--- src/rtl/valu_wb_queue_pkg.sv ---
// Shared definitions for the VALU writeback queue: FSM states, entry field widths and the
// bit offsets used to pack a captured result into one FIFO word.
package valu_wb_queue_pkg;

  typedef enum logic [1:0] {
    WB_IDLE   = 2'd0,
    WB_VGPR   = 2'd1,
    WB_SGPR   = 2'd2,
    WB_RETIRE = 2'd3
  } wb_state_e;

  localparam int unsigned DATA_W = 512;
  localparam int unsigned LANES  = 16;
  localparam int unsigned WFID_W = 6;

  // Fixed-width fields sit at the bottom; the two address fields follow at parameter widths.
  localparam int unsigned DATA_OFF  = 0;
  localparam int unsigned MASK_OFF  = DATA_OFF + DATA_W;
  localparam int unsigned VCC_OFF   = MASK_OFF + LANES;
  localparam int unsigned WFID_OFF  = VCC_OFF + LANES;
  localparam int unsigned VEN_OFF   = WFID_OFF + WFID_W;
  localparam int unsigned SEN_OFF   = VEN_OFF + 1;
  localparam int unsigned VADDR_OFF = SEN_OFF + 1;

  function automatic int unsigned entry_w(int unsigned vaddr_w, int unsigned saddr_w);
    return VADDR_OFF + vaddr_w + saddr_w;
  endfunction

endpackage

--- src/rtl/valu_wb_queue_if.sv ---
// VALU result capture, VGPR/SGPR write ports and retire/back-pressure signals.
// master = writeback queue side, slave = VALU / register file / issue side.
interface valu_wb_queue_if #(
  parameter int unsigned VADDR_W = 10,
  parameter int unsigned SADDR_W = 9
);
  import valu_wb_queue_pkg::*;

  logic                valu_done;
  logic [DATA_W-1:0]   alu_vgpr_dest_data;
  logic [LANES-1:0]    alu_dest_vcc_value;
  logic [LANES-1:0]    alu_dest_exec_value;
  logic [WFID_W-1:0]   tag_wfid;
  logic [VADDR_W-1:0]  tag_vgpr_addr;
  logic                tag_vgpr_en;
  logic [SADDR_W-1:0]  tag_sgpr_addr;
  logic                tag_sgpr_en;

  logic                vgpr_wr_req;
  logic [VADDR_W-1:0]  vgpr_wr_addr;
  logic [DATA_W-1:0]   vgpr_wr_data;
  logic [LANES-1:0]    vgpr_wr_mask;
  logic                vgpr_wr_ack;

  logic                sgpr_wr_req;
  logic [SADDR_W-1:0]  sgpr_wr_addr;
  logic [LANES-1:0]    sgpr_wr_data;
  logic                sgpr_wr_ack;

  logic                retire_valid;
  logic [WFID_W-1:0]   retire_wfid;
  logic                wb_full;

  modport master (
    input  valu_done, alu_vgpr_dest_data, alu_dest_vcc_value, alu_dest_exec_value,
    input  tag_wfid, tag_vgpr_addr, tag_vgpr_en, tag_sgpr_addr, tag_sgpr_en,
    output vgpr_wr_req, vgpr_wr_addr, vgpr_wr_data, vgpr_wr_mask,
    input  vgpr_wr_ack,
    output sgpr_wr_req, sgpr_wr_addr, sgpr_wr_data,
    input  sgpr_wr_ack,
    output retire_valid, retire_wfid, wb_full
  );

  modport slave (
    output valu_done, alu_vgpr_dest_data, alu_dest_vcc_value, alu_dest_exec_value,
    output tag_wfid, tag_vgpr_addr, tag_vgpr_en, tag_sgpr_addr, tag_sgpr_en,
    input  vgpr_wr_req, vgpr_wr_addr, vgpr_wr_data, vgpr_wr_mask,
    output vgpr_wr_ack,
    input  sgpr_wr_req, sgpr_wr_addr, sgpr_wr_data,
    output sgpr_wr_ack,
    input  retire_valid, retire_wfid, wb_full
  );

endinterface

--- src/rtl/valu_wb_fifo.sv ---
// Generic DEPTH x WIDTH register FIFO. Push and pop may coincide at any occupancy; a push
// into a full FIFO without a pop is dropped.
module valu_wb_fifo #(
  parameter int unsigned DEPTH = 2,
  parameter int unsigned WIDTH = 8,
  localparam int unsigned PtrW = $clog2(DEPTH),
  localparam int unsigned CntW = $clog2(DEPTH) + 1
) (
  input  logic             clk,
  input  logic             rst,
  input  logic             push_i,
  input  logic [WIDTH-1:0] wdata_i,
  input  logic             pop_i,
  output logic [WIDTH-1:0] rdata_o,
  output logic             full_o,
  output logic             empty_o,
  output logic [CntW-1:0]  count_o
);

  logic [WIDTH-1:0] mem_q [DEPTH];
  logic [PtrW-1:0]  wr_ptr_q, rd_ptr_q;
  logic [CntW-1:0]  count_q, count_d;
  logic             full_q;
  logic             do_push, do_pop;

  assign do_pop  = pop_i & ~empty_o;
  assign do_push = push_i & (~full_q | do_pop);

  always_comb begin
    count_d = count_q;
    if (do_push && !do_pop) begin
      count_d = count_q + 1'b1;
    end else if (!do_push && do_pop) begin
      count_d = count_q - 1'b1;
    end
  end

  // DEPTH is a power of two, so the pointers wrap by natural overflow.
  always_ff @(posedge clk or posedge rst) begin
    if (rst) begin
      wr_ptr_q <= '0;
      rd_ptr_q <= '0;
      count_q  <= '0;
      full_q   <= 1'b0;
    end else begin
      if (do_push) wr_ptr_q <= wr_ptr_q + 1'b1;
      if (do_pop)  rd_ptr_q <= rd_ptr_q + 1'b1;
      count_q <= count_d;
      full_q  <= (count_d == CntW'(DEPTH));
    end
  end

  always_ff @(posedge clk) begin
    if (do_push) mem_q[wr_ptr_q] <= wdata_i;
  end

  assign rdata_o = mem_q[rd_ptr_q];
  assign full_o  = full_q;
  assign empty_o = (count_q == '0);
  assign count_o = count_q;

endmodule

--- src/rtl/valu_wb_queue.sv ---
// VALU writeback queue: captures results on valu_done rising, drains each entry as a VGPR
// then SGPR write and retires it. Optional perf counters under VALU_WB_PERF_EN.
module valu_wb_queue
  import valu_wb_queue_pkg::*;
#(
  parameter int unsigned DEPTH   = 2,
  parameter int unsigned VADDR_W = 10,
  parameter int unsigned SADDR_W = 9
) (
  input  logic        clk,
  input  logic        rst,
`ifdef VALU_WB_PERF_EN
  output logic [31:0] perf_retired_o,
  output logic [31:0] perf_stall_o,
`endif
  valu_wb_queue_if.master bus_io
);

  localparam int unsigned EntryW   = entry_w(VADDR_W, SADDR_W);
  localparam int unsigned SaddrOff = VADDR_OFF + VADDR_W;
  localparam int unsigned CntW     = $clog2(DEPTH) + 1;

  logic              valu_done_q;
  logic              push, pop;
  logic              fifo_full, fifo_empty;
  logic [CntW-1:0]   fifo_count;
  logic [EntryW-1:0] entry_in, head;
  logic              ovf_err_q;

  logic [DATA_W-1:0]  head_data;
  logic [LANES-1:0]   head_mask, head_vcc;
  logic [WFID_W-1:0]  head_wfid;
  logic               head_ven, head_sen;
  logic [VADDR_W-1:0] head_vaddr;
  logic [SADDR_W-1:0] head_saddr;

  wb_state_e          state_q;
  logic               vgpr_req_q, sgpr_req_q, retire_valid_q;
  logic [VADDR_W-1:0] vgpr_addr_q;
  logic [DATA_W-1:0]  vgpr_data_q;
  logic [LANES-1:0]   vgpr_mask_q, sgpr_data_q;
  logic [SADDR_W-1:0] sgpr_addr_q;
  logic [WFID_W-1:0]  retire_wfid_q;

  assign push = bus_io.valu_done & ~valu_done_q;
  assign pop  = (state_q == WB_RETIRE);

  always_comb begin
    entry_in = '0;
    entry_in[DATA_OFF +: DATA_W]   = bus_io.alu_vgpr_dest_data;
    entry_in[MASK_OFF +: LANES]    = bus_io.alu_dest_exec_value;
    entry_in[VCC_OFF +: LANES]     = bus_io.alu_dest_vcc_value;
    entry_in[WFID_OFF +: WFID_W]   = bus_io.tag_wfid;
    entry_in[VEN_OFF]              = bus_io.tag_vgpr_en;
    entry_in[SEN_OFF]              = bus_io.tag_sgpr_en;
    entry_in[VADDR_OFF +: VADDR_W] = bus_io.tag_vgpr_addr;
    entry_in[SaddrOff +: SADDR_W]  = bus_io.tag_sgpr_addr;
  end

  assign head_data  = head[DATA_OFF +: DATA_W];
  assign head_mask  = head[MASK_OFF +: LANES];
  assign head_vcc   = head[VCC_OFF +: LANES];
  assign head_wfid  = head[WFID_OFF +: WFID_W];
  assign head_ven   = head[VEN_OFF];
  assign head_sen   = head[SEN_OFF];
  assign head_vaddr = head[VADDR_OFF +: VADDR_W];
  assign head_saddr = head[SaddrOff +: SADDR_W];

  valu_wb_fifo #(
    .DEPTH (DEPTH),
    .WIDTH (EntryW)
  ) u_fifo (
    .clk     (clk),
    .rst     (rst),
    .push_i  (push),
    .wdata_i (entry_in),
    .pop_i   (pop),
    .rdata_o (head),
    .full_o  (fifo_full),
    .empty_o (fifo_empty),
    .count_o (fifo_count)
  );

  always_ff @(posedge clk or posedge rst) begin
    if (rst) begin
      valu_done_q <= 1'b0;
      ovf_err_q   <= 1'b0;
    end else begin
      valu_done_q <= bus_io.valu_done;
      if (push && fifo_full && !pop) ovf_err_q <= 1'b1;
    end
  end

  // Head entry is not popped until RETIRE, so it stays valid across VGPR and SGPR.
  always_ff @(posedge clk or posedge rst) begin
    if (rst) begin
      state_q        <= WB_IDLE;
      vgpr_req_q     <= 1'b0;
      vgpr_addr_q    <= '0;
      vgpr_data_q    <= '0;
      vgpr_mask_q    <= '0;
      sgpr_req_q     <= 1'b0;
      sgpr_addr_q    <= '0;
      sgpr_data_q    <= '0;
      retire_valid_q <= 1'b0;
      retire_wfid_q  <= '0;
    end else begin
      retire_valid_q <= 1'b0;
      unique case (state_q)
        WB_IDLE: begin
          if (!fifo_empty) begin
            if (head_ven) begin
              state_q     <= WB_VGPR;
              vgpr_req_q  <= 1'b1;
              vgpr_addr_q <= head_vaddr;
              vgpr_data_q <= head_data;
              vgpr_mask_q <= head_mask;
            end else if (head_sen) begin
              state_q     <= WB_SGPR;
              sgpr_req_q  <= 1'b1;
              sgpr_addr_q <= head_saddr;
              sgpr_data_q <= head_vcc;
            end else begin
              state_q        <= WB_RETIRE;
              retire_valid_q <= 1'b1;
              retire_wfid_q  <= head_wfid;
            end
          end
        end
        WB_VGPR: begin
          if (bus_io.vgpr_wr_ack) begin
            vgpr_req_q <= 1'b0;
            if (head_sen) begin
              state_q     <= WB_SGPR;
              sgpr_req_q  <= 1'b1;
              sgpr_addr_q <= head_saddr;
              sgpr_data_q <= head_vcc;
            end else begin
              state_q        <= WB_RETIRE;
              retire_valid_q <= 1'b1;
              retire_wfid_q  <= head_wfid;
            end
          end
        end
        WB_SGPR: begin
          if (bus_io.sgpr_wr_ack) begin
            sgpr_req_q     <= 1'b0;
            state_q        <= WB_RETIRE;
            retire_valid_q <= 1'b1;
            retire_wfid_q  <= head_wfid;
          end
        end
        WB_RETIRE: state_q <= WB_IDLE;
        default:   state_q <= WB_IDLE;
      endcase
    end
  end

  assign bus_io.vgpr_wr_req  = vgpr_req_q;
  assign bus_io.vgpr_wr_addr = vgpr_addr_q;
  assign bus_io.vgpr_wr_data = vgpr_data_q;
  assign bus_io.vgpr_wr_mask = vgpr_mask_q;
  assign bus_io.sgpr_wr_req  = sgpr_req_q;
  assign bus_io.sgpr_wr_addr = sgpr_addr_q;
  assign bus_io.sgpr_wr_data = sgpr_data_q;
  assign bus_io.retire_valid = retire_valid_q;
  assign bus_io.retire_wfid  = retire_wfid_q;
  assign bus_io.wb_full      = fifo_full;

`ifdef VALU_WB_PERF_EN
  logic [31:0] perf_retired_q, perf_stall_q;
  logic        stall;

  assign stall = (vgpr_req_q & ~bus_io.vgpr_wr_ack) | (sgpr_req_q & ~bus_io.sgpr_wr_ack);

  always_ff @(posedge clk or posedge rst) begin
    if (rst) begin
      perf_retired_q <= '0;
      perf_stall_q   <= '0;
    end else begin
      if (retire_valid_q && (perf_retired_q != '1)) perf_retired_q <= perf_retired_q + 32'd1;
      if (stall && (perf_stall_q != '1))            perf_stall_q   <= perf_stall_q + 32'd1;
    end
  end

  assign perf_retired_o = perf_retired_q;
  assign perf_stall_o   = perf_stall_q;
`endif

endmodule

--- src/flat_wrapper.sv ---
// flat-port wrapper written by rule: the top's interface ports become plain ports
module valu_wb_queue_flat import valu_wb_queue_pkg::*;
#(
  parameter int unsigned DEPTH   = 2,
  parameter int unsigned VADDR_W = 10,
  parameter int unsigned SADDR_W = 9
)
  (clk, rst, bus_io_valu_done, bus_io_alu_vgpr_dest_data, bus_io_alu_dest_vcc_value, bus_io_alu_dest_exec_value, bus_io_tag_wfid, bus_io_tag_vgpr_addr, bus_io_tag_vgpr_en, bus_io_tag_sgpr_addr, bus_io_tag_sgpr_en, bus_io_vgpr_wr_req, bus_io_vgpr_wr_addr, bus_io_vgpr_wr_data, bus_io_vgpr_wr_mask, bus_io_vgpr_wr_ack, bus_io_sgpr_wr_req, bus_io_sgpr_wr_addr, bus_io_sgpr_wr_data, bus_io_sgpr_wr_ack, bus_io_retire_valid, bus_io_retire_wfid, bus_io_wb_full);
  valu_wb_queue_if #(.VADDR_W(VADDR_W), .SADDR_W(SADDR_W)) bus_io_i ();
  input  logic clk;
  input  logic rst;
  input wire logic [$bits(bus_io_i.valu_done)-1:0] bus_io_valu_done;
  input wire logic [$bits(bus_io_i.alu_vgpr_dest_data)-1:0] bus_io_alu_vgpr_dest_data;
  input wire logic [$bits(bus_io_i.alu_dest_vcc_value)-1:0] bus_io_alu_dest_vcc_value;
  input wire logic [$bits(bus_io_i.alu_dest_exec_value)-1:0] bus_io_alu_dest_exec_value;
  input wire logic [$bits(bus_io_i.tag_wfid)-1:0] bus_io_tag_wfid;
  input wire logic [$bits(bus_io_i.tag_vgpr_addr)-1:0] bus_io_tag_vgpr_addr;
  input wire logic [$bits(bus_io_i.tag_vgpr_en)-1:0] bus_io_tag_vgpr_en;
  input wire logic [$bits(bus_io_i.tag_sgpr_addr)-1:0] bus_io_tag_sgpr_addr;
  input wire logic [$bits(bus_io_i.tag_sgpr_en)-1:0] bus_io_tag_sgpr_en;
  output wire logic [$bits(bus_io_i.vgpr_wr_req)-1:0] bus_io_vgpr_wr_req;
  output wire logic [$bits(bus_io_i.vgpr_wr_addr)-1:0] bus_io_vgpr_wr_addr;
  output wire logic [$bits(bus_io_i.vgpr_wr_data)-1:0] bus_io_vgpr_wr_data;
  output wire logic [$bits(bus_io_i.vgpr_wr_mask)-1:0] bus_io_vgpr_wr_mask;
  input wire logic [$bits(bus_io_i.vgpr_wr_ack)-1:0] bus_io_vgpr_wr_ack;
  output wire logic [$bits(bus_io_i.sgpr_wr_req)-1:0] bus_io_sgpr_wr_req;
  output wire logic [$bits(bus_io_i.sgpr_wr_addr)-1:0] bus_io_sgpr_wr_addr;
  output wire logic [$bits(bus_io_i.sgpr_wr_data)-1:0] bus_io_sgpr_wr_data;
  input wire logic [$bits(bus_io_i.sgpr_wr_ack)-1:0] bus_io_sgpr_wr_ack;
  output wire logic [$bits(bus_io_i.retire_valid)-1:0] bus_io_retire_valid;
  output wire logic [$bits(bus_io_i.retire_wfid)-1:0] bus_io_retire_wfid;
  output wire logic [$bits(bus_io_i.wb_full)-1:0] bus_io_wb_full;
  assign bus_io_i.valu_done = bus_io_valu_done;
  assign bus_io_i.alu_vgpr_dest_data = bus_io_alu_vgpr_dest_data;
  assign bus_io_i.alu_dest_vcc_value = bus_io_alu_dest_vcc_value;
  assign bus_io_i.alu_dest_exec_value = bus_io_alu_dest_exec_value;
  assign bus_io_i.tag_wfid = bus_io_tag_wfid;
  assign bus_io_i.tag_vgpr_addr = bus_io_tag_vgpr_addr;
  assign bus_io_i.tag_vgpr_en = bus_io_tag_vgpr_en;
  assign bus_io_i.tag_sgpr_addr = bus_io_tag_sgpr_addr;
  assign bus_io_i.tag_sgpr_en = bus_io_tag_sgpr_en;
  assign bus_io_vgpr_wr_req = bus_io_i.vgpr_wr_req;
  assign bus_io_vgpr_wr_addr = bus_io_i.vgpr_wr_addr;
  assign bus_io_vgpr_wr_data = bus_io_i.vgpr_wr_data;
  assign bus_io_vgpr_wr_mask = bus_io_i.vgpr_wr_mask;
  assign bus_io_i.vgpr_wr_ack = bus_io_vgpr_wr_ack;
  assign bus_io_sgpr_wr_req = bus_io_i.sgpr_wr_req;
  assign bus_io_sgpr_wr_addr = bus_io_i.sgpr_wr_addr;
  assign bus_io_sgpr_wr_data = bus_io_i.sgpr_wr_data;
  assign bus_io_i.sgpr_wr_ack = bus_io_sgpr_wr_ack;
  assign bus_io_retire_valid = bus_io_i.retire_valid;
  assign bus_io_retire_wfid = bus_io_i.retire_wfid;
  assign bus_io_wb_full = bus_io_i.wb_full;
  valu_wb_queue #(.DEPTH(DEPTH), .VADDR_W(VADDR_W), .SADDR_W(SADDR_W)) u_core (.clk(clk), .rst(rst), .bus_io(bus_io_i));
endmodule
--- config.mk ---
export PLATFORM = sky130hd
export DESIGN_NAME = valu_wb_queue_flat
export DESIGN_NICKNAME = d
export VERILOG_FILES = /design/src/rtl/valu_wb_queue_pkg.sv /design/src/rtl/valu_wb_queue_if.sv /design/src/rtl/valu_wb_fifo.sv /design/src/rtl/valu_wb_queue.sv /design/src/flat_wrapper.sv
export SDC_FILE = /design/constraint.sdc
export NUM_CORES = 2
export LEC_CHECK = 0
export BUFFER_PORTS_ARGS = -buffer_cell sky130_fd_sc_hd__clkbuf_2
export CAP_MARGIN = 20
export CELL_PAD_IN_SITES_DETAIL_PLACEMENT = 1
export CELL_PAD_IN_SITES_GLOBAL_PLACEMENT = 2
export CORE_AREA = 2 2 446 448
export CTS_CLUSTER_SIZE = 28
export DETAILED_ROUTE_END_ITERATION = 8
export DIE_AREA = 0 0 448 450
export PLACE_DENSITY = 0.73
export SETUP_SLACK_MARGIN = 0.3
export SYNTH_ARGS = -nofsm -noshare
export SYNTH_HDL_FRONTEND = slang
export SYNTH_SLANG_ARGS = --single-unit
--- constraint.sdc ---
create_clock -name clk -period 40.6 [get_ports clk]
set_input_delay 2.03 -clock clk [delete_from_list [all_inputs] [get_ports clk]]
set_output_delay 2.03 -clock clk [all_outputs]
set_load 0.01 [all_outputs]
==> flow_summary.ini <==
[sta]
clock.fmax_ghz = 0.184
rsz0062_at_grt = false
min_period_ns = 5.44
drv_slew = 0
fin_setup_tns_ns = 0
worst_slack_ns = 35.16
relSlewSlack_pct = 5.54
hold_viol = 0
worst_pin_slew_ns = 1.42
setup_viol = 0
fin_crit_sh_pct = 13.4
holdWs_ns = 0.480
finalClockSkew_ns = 0.0270

[place]
preCtsSetupSlack_ns = 34.04
dp.cells = 7283
place_hpwl_um = 118000
gp_congestion = 0.810
port_buffers = 1148

[critical_path]
crit_chain = clkbuf_2 > nand2b_1 > a21oi_1 > nor2b_4 > buf_12 > buf_4 > buf_4
reg2reg_slack_ns = 35.55
crit_path_start_kind = primary input
rr_startpoint = u_core.u_fifo.count_o[1]
required_ns = 41.00
cpMostUsedCell = buf_4
slowest_stage = buf_4
rr_worst_depth = 8
r2r_end = u_core.u_fifo.mem_q[0][210]
cp_top_family = buffers and inverters
cp_data_arrival_time_ns = 5.84
crit_buf_inv = 4
crit_fanout = 172
crit_path_max_incr_delay_ns = 0.89
end_kind = register
worst-setup-path-type = primary input to register

[clock_network]
ctsHoldBuffers = 0
cts_sinks = 1722
path_clk_slew_ns = 0.06
cts_buffer_depth = 3
cts_buffers = 183
ctsResizeCount = 0
cts_tree = done
htreeDepth = 4
root_buffer = clkbuf_16
cts_setup_buffers = 0
clock_latency_ns = 0.81

[pwr]
power_leakage_nw = 31.4
pwr-share-clk_pct = 29.2
power_density_mw_per_mm2 = 75.7
peakVddDrop_v = 0.0000573
intPower_w = 0.00384
switching_share_pct = 33.0
switching_power_w = 0.00189
power_w = 0.00573
p_comb_share_pct = 26.9
p_seq_share_pct = 43.9

[grt]
grt-ovfl-total = 0
antenna_found_initial = 61
grt_pass1_wl_um = 252000
grt_max_degree = 224
groute.usage.overall_pct = 16.8
grt_pass1_vias = 37100

[logic_synthesis]
synth-edff-count = 1142
ys.flop_type = edfxtp_1
ys_seq_area_share_pct = 80.1
synth.net_count = 4229
async_flop_share_pct = 33.7
yosysWarningCount = 0
synth_seq_cells = 1722
syn_inst = 3647
synth_area_mm2 = 0.0609
avgSynthCellArea_um2 = 16.7
yosysUniqueCellTypes = 33

[min_path]
hold_path_startpoint = u_core.u_fifo.count_o[0]
hold-path-cell-count = 1
min_path_type = register to register
min_to = u_core.u_fifo.count_o[0]

[cells_and_area]
synthToLayoutAreaGrowth_pct = 24.2
drive_gt1_share_pct = 30.6
final_common_cell = clkbuf_2
fin_nets = 5410
layout_common_cells = clkbuf_2 (1148), edfxtp_1 (1142), dfrtp_1 (579), mux2i_1 (543), nand2_1 (543)
fill_cells = 20300
finalNonFillerCells = 7661

[job]
drv_cap = 0

[floorplanning]
fp.dieW_um = 448
die_h_um = 450
start_util_pct = 31.0
io_pins = 1149
rows = 163
core_area_mm2 = 0.197
dieArea_mm2 = 0.202

[drt]
viasPerCell = 4.49
ant_nets = 0
post_drt_wl_per_cell_um = 22.8
drt_wl_total_um = 174000
vias = 34400
drtIter0Drc = 1999
firstDrtPassIters = 5
drc = 0

[run_status]
outcome = finished, final reports clean
-- layer usage --
| layer | part of all wire (%) | up-vias | track usage (%) |
|---|---|---|---|
| met5 | 0.18 | - | 0 |
| met4 | 2.8 | 46 | 6.05 |
| met3 | 7.9 | 286 | 6.16 |
| met2 | 52 | 900 | 29.8 |
| met1 | 37 | 17400 | 18.4 |
| li1 | - | 15800 | - |
-- power groups by stage --
| stage | logic (W) | clock network (W) | registers [W] |
|---|---|---|---|
| 2_1_floorplan | 0.000791 | 0 | 0.00274 |
| 3_3_place_gp | 0.00154 | 0 | 0.00253 |
| 3_5_place_dp | 0.00158 | 0 | 0.00255 |
| 4_1_cts | 0.00159 | 0.00172 | 0.00252 |
| 5_1_grt | 0.00170 | 0.00178 | 0.00256 |
| 6_report | 0.00154 | 0.00167 | 0.00251 |
-- cells by family (layout without fill, tap and decap cells) --
family | after synthesis | in the layout | synth area share (%)
AND/OR/NAND/NOR | 560 | 560 | 3.51
AO/OA/AOI/OAI | 554 | 554 | 4.60
XOR/XNOR | 3 | 3 | 0.0431
buffers and inverters | 196 | 1539 | 1.51
other | 0 | 31 | 0
multiplexers | 606 | 606 | 10.1
adder cells (fa/ha/maj) | 6 | 6 | 0.123
flip-flops | 1722 | 1722 | 80.1
-- synthesized netlist by cell type, types with 2 or more instances --
| cell | number | area, µm² |
|---|---|---|
| buf_4 | 6 | 45.0 |
| o211ai_1 | 2 | 15.0 |
| mux2i_1 | 543 | 5440 |
| nand2b_1 | 3 | 18.8 |
| buf_1 | 15 | 56.3 |
| o21ai_1 | 514 | 2570 |
| ha_1 | 6 | 75.1 |
| a31oi_1 | 2 | 12.5 |
| dfrtp_1 | 580 | 14500 |
| o21ai_0 | 29 | 145 |
| nor2b_1 | 3 | 18.8 |
| xnor2_1 | 2 | 17.5 |
| edfxtp_1 | 1142 | 34300 |
| mux2_2 | 63 | 709 |
| buf_6 | 12 | 135 |
| buf_2 | 56 | 280 |
| a41oi_1 | 2 | 17.5 |
| nor2_1 | 2 | 7.51 |
| nand2_1 | 543 | 2040 |
| nand3_1 | 4 | 20.0 |
| inv_1 | 8 | 30.0 |
| clkbuf_1 | 99 | 372 |
-- state kept, by name, indices dropped and copies added, names as in the netlist, 6 cells and up --
signal,count
u_core.bus_io.retire_wfid,6
u_core.bus_io.vgpr_wr_data,512
u_core.bus_io.sgpr_wr_addr,9
u_core.bus_io.vgpr_wr_mask,16
u_core.bus_io.sgpr_wr_data,16
u_core.bus_io.vgpr_wr_addr,10
u_core.u_fifo.mem_q,1142
-- worst reg2reg max path, stage by stage (launching register included) --
cell and delay [ns]:
dfrtp_1 0.37, inv_1 0.08, ha_1 0.25, nand2b_1 0.32
a21oi_1 0.37, nor2b_4 0.68, buf_12 0.66, buf_4 0.95
buf_4 0.90
-- layout make-up --
class	instances	area (µm²)	area share (%)
clock buffers	273	5230	6.92
flip-flops and latches	1722	48800	64.5
repair buffers	1184	6160	8.15
clock inverters	74	806	1.07
well taps	2640	3300	4.37
inverters	8	37.5	0.0496
diodes	31	77.6	0.103
multi-input cells	1729	11200	14.8
-- per-stage QoR --
step | utilization [%] | instance area, µm²
2_1_floorplan | - | 60900
3_3_place_gp | 35.3 | 69500
3_5_place_dp | 35.4 | 69500
4_1_cts | 38.4 | 75600
5_1_grt | 38.5 | 75600
6_report | 38.5 | 75600
-- worst max path at each step --
stage                     cells after the start  slack [ns]                           to              from
final                                         7       35.16  u_core.u_fifo.mem_q[0][210]  bus_io_valu_done
after global routing                          7       34.70  u_core.u_fifo.mem_q[0][221]  bus_io_valu_done
after CTS                                     7       34.91  u_core.u_fifo.mem_q[0][221]  bus_io_valu_done
after detailed placement                      7       34.04  u_core.u_fifo.mem_q[0][228]  bus_io_valu_done
after global placement                        7       34.00  u_core.u_fifo.mem_q[0][220]  bus_io_valu_done
after floorplan                               3       11.79    u_core.u_fifo.mem_q[0][0]  bus_io_valu_done
Note: power is estimated with default switching activity, not from simulation.
